<file path="config.mk">
export PLATFORM = sky130hd
export DESIGN_NAME = ahb_slave_mem
export DESIGN_NICKNAME = d
export VERILOG_FILES = /design/src/rtl/ahb_slave_mem.sv
export SDC_FILE = /design/constraint.sdc
export NUM_CORES = 2
export LEC_CHECK = 0
export CAP_MARGIN = 10
export CORE_ASPECT_RATIO = 1.1
export CORE_MARGIN = 2
export CORE_UTILIZATION = 31
export CTS_BUF_LIST = sky130_fd_sc_hd__clkbuf_8
export DETAILED_ROUTE_END_ITERATION = 7
export PLACE_DENSITY = 0.53
export SETUP_SLACK_MARGIN = 0.2
export SLEW_MARGIN = 0
export SYNTH_ARGS = -nofsm -noshare
export SYNTH_HDL_FRONTEND = slang
export SYNTH_SLANG_ARGS = --single-unit
</file>
<file path="constraint.sdc">
create_clock -name hclk -period 2.8 [get_ports hclk]
set_clock_uncertainty 0.15 [all_clocks]
set_input_delay 0.7 -clock hclk [delete_from_list [all_inputs] [get_ports hclk]]
set_output_delay 0.7 -clock hclk [all_outputs]
set_load 0.01 [all_outputs]
</file>
<file path="src/rtl/ahb_slave_mem.sv">
// AHB-Lite slave with a DEPTH x 32-bit register memory behind a BASE_ADDR window.
// Define AHB_SLAVE_WAIT_EN to insert one wait state before every in-window data phase.
module ahb_slave_mem #(
  parameter logic [31:0] BASE_ADDR = 32'h8000_0000,
  parameter int unsigned DEPTH     = 64
) (
  input  logic        hclk,
  input  logic        hresetn,
  input  logic [31:0] haddr,
  input  logic [31:0] hwdata,
  input  logic        hwrite,
  input  logic [1:0]  htrans,
  input  logic        hreadyin,
  output logic        hreadyout,
  output logic [31:0] hrdata,
  output logic [1:0]  hresp
);

  localparam int unsigned IDX_W = $clog2(DEPTH);

  typedef enum logic [2:0] {
    ST_IDLE,
    ST_WAIT,
    ST_DATA,
    ST_ERR1,
    ST_ERR2
  } state_e;

`ifdef AHB_SLAVE_WAIT_EN
  localparam state_e ST_FIRST = ST_WAIT;
`else
  localparam state_e ST_FIRST = ST_DATA;
`endif

  state_e           state_q, state_d;
  logic [IDX_W-1:0] idx_q, idx_d;
  logic             write_q, write_d;
  logic             win_q, win_d;
  logic [31:0]      mem_q [DEPTH];

  logic [31:0]      offset;
  logic             in_win;
  logic             ready;
  logic             accept;
  logic             mem_we;
  logic             unused_htrans0;

  // Wrapping subtraction makes addresses below the base look huge, so one compare covers both bounds.
  assign offset         = haddr - BASE_ADDR;
  assign in_win         = (offset < DEPTH);
  assign ready          = (state_q != ST_WAIT) && (state_q != ST_ERR1);
  assign hreadyout      = ready;
  assign accept         = hreadyin & ready & htrans[1];
  assign unused_htrans0 = htrans[0];

  always_comb begin
    state_d = state_q;
    idx_d   = idx_q;
    write_d = write_q;
    win_d   = win_q;
    hresp   = 2'b00;
    hrdata  = '0;
    mem_we  = 1'b0;

    case (state_q)
      ST_WAIT: state_d = ST_DATA;
      ST_ERR1: begin
        hresp   = 2'b01;
        state_d = ST_ERR2;
      end
      ST_DATA: begin
        if (write_q) mem_we = win_q;
        else         hrdata = mem_q[idx_q];
      end
      ST_ERR2: hresp = 2'b01;
      default: ;
    endcase

    // Any ready state is also a potential address phase for the next transfer.
    if (ready) begin
      if (accept) begin
        idx_d   = offset[IDX_W-1:0];
        write_d = hwrite;
        win_d   = in_win;
        state_d = in_win ? ST_FIRST : ST_ERR1;
      end else begin
        state_d = ST_IDLE;
      end
    end
  end

  always_ff @(posedge hclk or negedge hresetn) begin
    if (!hresetn) begin
      state_q <= ST_IDLE;
      idx_q   <= '0;
      write_q <= 1'b0;
      win_q   <= 1'b0;
    end else begin
      state_q <= state_d;
      idx_q   <= idx_d;
      write_q <= write_d;
      win_q   <= win_d;
    end
  end

  always_ff @(posedge hclk or negedge hresetn) begin
    if (!hresetn) begin
      for (int unsigned i = 0; i < DEPTH; i++) mem_q[i] <= '0;
    end else if (mem_we) begin
      mem_q[idx_q] <= hwdata;
    end
  end

endmodule

</file>
==> impl_results.md <==
- Synthesized area: 93500 µm²
- Largest net degree at the start of global routing: about 120
- Synth warn: 0
- Clock-pin slew on the worst setup and hold paths: 0.06 ns
- Vias per std cell: between 5 and 6
- Crit path launch type: flip-flop
- CTS sink count: 2059
- Post-synthesis adder-cell area fraction: 0%
- TritonCTS clock tree: yes
- Initial Utilization: a little under a third
- DRT Pass-1 Iters: 6
- Die Y: 580 µm
- Fin Setup TNS: -178.55 ns
- Fraction of the mapped netlist area in compound gates: 10.3%
- Internal power: just under 50 mW
- Die area: 306000 µm²
- Row count: 211
- Final Cycle Share: 163%
- Number of synthesized flops with an enable pin: 0
- HP Class: in -> reg
- Syn Nets: 6900
- Ports: 105
- Worst EP required: 1.95 ns
- GR Overflow Total: 0
- Failing checks: setup timing
- Fin nets: around 7500
- Hold Fails Final Rpt: 0
- Synthesized area per cell: ~14 µm²
- Tmin final: 4.56 ns
- Layout area overhead: 26.4%
- Iteration-0 DRC Markers: 4573
- Max VDD drop: 360 µV
- Ys async rst share: 100%
- PortBufs: 102
- PwrDens: 578 nW/µm²
- Number of max-cap violations: 0
- Share of cells above drive strength 1: 52.2%
- P_sw: around 20 mW
- Unique masters post-synth: 64
- Switch share: 28.7%
- Crit-path slowest cell: dfrtp_4
- Share of power burned in registers: 43.7%
- Worst slack, placed: -1.37 ns
- Placed instance area: 105000 µm²
- Crit-path cells: buf_4 -> and2_4 -> buf_12 -> a22oi_2 -> o22ai_2 -> a2111oi_4 -> buf_4 -> and3_4 -> a41oi_4 -> buf_12 -> clkdlybuf4s15_2
- DR DRC count: 0
- Main combinational cell family by area after synthesis: multiplexers
- Clock latency at the later pin of the worst-skew pair: 0.98 ns
- Routed wire length: ~320000 µm
- Vias in the first global route: 66600
- PnR worst setup slack: -1.76 ns
- Critical Path AT: 3.71 ns
- RSZ-0062 raised after global routing: yes
- Placer congestion estimate: about 0.83
- WS Path Type: reg -> out
- P_leak: approximately 55 nW
- Sequential area share after synthesis: 55.1%
- Slew @ Worst Pin: 0.943 ns
- Mux contribution to synthesized area: 28.1%
- Clock network power share: about two fifths
- Hold WS: 0.126 ns
- Comb pwr share: between 10% and 20%
- Remaining antenna violation count: 0
- Fin util: between 30% and 40%
- Status: complete, but fails checks
- Syn Inst Count: 6830
- First-pass GRT wire length: approximately 470000 µm
- Max Root-Sink Buffers: 4
- Max frequency: 219 MHz
- Wire per inst: 27.7 µm
- Final count of pins violating max slew: 0
- CP max FO: 13
- Root Buffer: clkbuf_8
- Initial antenna violation count: 23
- Total GRT Usage: 20.4%
- Via count: 63100
- CP max stage delay: approximately 0.54 ns
- Fillers: 27800
- CTS buffer count: ~340
- Synth Area in XOR/XNOR: 0%
- CTS H-tree lvls: 5
- Yosys reg bits: 2059
- Top_reg_cell synth: dfrtp_1
- Floorplan core area: 300000 µm²
- Die width: between 500 and 600 µm
- Worst slew margin relative to its limit: 37.1%
- Design Area, Final: between 100000 and 150000 µm²
- Setup violators final: about 1300
- Worst Setup End Kind: output port
- Simple-Gate Fraction of Synth Area: 2.41%
- Detailed placer's ending HPWL: 204000 µm
registers in the layout (all words and copies together), names as in the netlist:
signal	flops
idx_q	6
mem_q	2048
state_q	3
win_q	1
write_q	1
cell type report:
class                      count  area (µm²)  area share [%]
clock inverter               147         811           0.686
clock buffer                 431        5930            5.02
antenna                       28        70.1          0.0593
tap                         3940        4930            4.17
timing repair buffer        1038       13300            11.3
inverter                       4        27.5          0.0233
sequential                  2059       51500            43.6
multi-input combinational   4017       41600            35.2
synthesized netlist by cell type (18+ instances only):
cell type,instances,area share (%)
a211oi_1,21,0.17
a21oi_1,149,0.80
a221oi_1,361,3.4
a22o_1,56,0.52
a22oi_1,361,2.9
and3_1,20,0.13
buf_1,54,0.22
buf_2,221,1.2
buf_4,151,1.2
buf_6,18,0.22
clkbuf_1,305,1.2
dfrtp_1,2059,55
mux2_1,150,1.8
mux2_2,1945,23
mux2i_1,112,1.2
mux4_2,69,1.7
nand2_1,78,0.31
nand3_1,30,0.16
nor2_1,171,0.69
nor2_2,35,0.23
nor2_4,34,0.41
nor3_1,19,0.10
o21ai_0,169,0.90
o22a_1,29,0.27
o22ai_1,49,0.33
layout by cell type (no fill, tap or decap), types with 94 or more instances in the layout:
| cell | synthesis | final |
|---|---|---|
| dfrtp_1 | 2059 | 2056 |
| mux2_2 | 1945 | 1870 |
| buf_4 | 151 | 472 |
| clkbuf_8 | 0 | 431 |
| buf_12 | 1 | 315 |
| a22oi_1 | 361 | 309 |
| a221oi_1 | 361 | 233 |
| nor2_1 | 171 | 157 |
| mux2_1 | 150 | 145 |
| a21oi_1 | 149 | 129 |
| a221oi_2 | 1 | 109 |
| mux2i_1 | 112 | 102 |
| buf_6 | 18 | 96 |
| inv_1 | 1 | 94 |
power groups by stage:
stage	clock (mW)	combinational (mW)	sequential, mW
floorplan	0	4.08	30.3
global placement	0	9.31	30.4
detailed placement	0	9.35	30.4
CTS	27.5	10.9	29.8
global route	28.9	12.2	29.8
finish	26.8	11.7	29.8
path summary, 6_finish.rpt:
kind | slack [ns] | endpoint | depth (start not counted) | from
worst min register to register | 0.33 | mem_q[29]$_DFFE_PN0P_ | 1 | mem_q[29]$_DFFE_PN0P_
max in group asynchronous | 1.22 | mem_q[310]$_DFFE_PN0P_ | 3 | hresetn
min in group asynchronous | 0.18 | mem_q[802]$_DFFE_PN0P_ | 2 | hresetn
worst max-delay path | -1.76 | hrdata[0] | 11 | idx_q[0]$_DFFE_PN0P_
worst max register to register | -0.33 | mem_q[233]$_DFFE_PN0P_ | 13 | idx_q[2]$_DFFE_PN0P_
worst min-delay path | 0.13 | mem_q[373]$_DFFE_PN0P_ | 3 | hwdata[21]
worst max-delay path: cells and delay by family, from the launching register on:
family	cells	cell delay [ns]
simple gates	2	0.41
compound gates	4	0.85
flops	1	0.54
buf+inv	5	0.92
metal layers:
metal	global-route usage [%]	up-vias	wire length [µm]
met5	0	-	26
met4	7.58	4	12900
met3	2.90	578	14900
met2	34.6	1632	160000
met1	26.2	34000	135000
li1	-	26800	-
per-stage QoR:
stage / total power, mW / instances
5_1_grt: 70.8 / 11700
4_1_cts: 68.2 / 11600
2_1_floorplan: 34.4 / 6830
6_report: 68.3 / 11700
3_5_place_dp: 39.7 / 10900
3_3_place_gp: 39.7 / 10900
cells by family (layout without fill, tap and decap cells):
kind of cell	Yosys count	count (layout)
muxes	2276	2276
DFF	2059	2059
AOI/OAI and AO/OA	1311	1311
buffers and inverters	754	1620
and+or+nand+nor	429	429
other	1	29
repair_timing:
action	CTS	global route
setup endpoints to repair	2082	2081
gates cloned	19	20
hold buffers	1	0
buffers inserted	73	66
hold endpoints to repair	564	0
gates resized for setup	556	335
pin swaps	123	149
(Power assumes the default switching activity.)
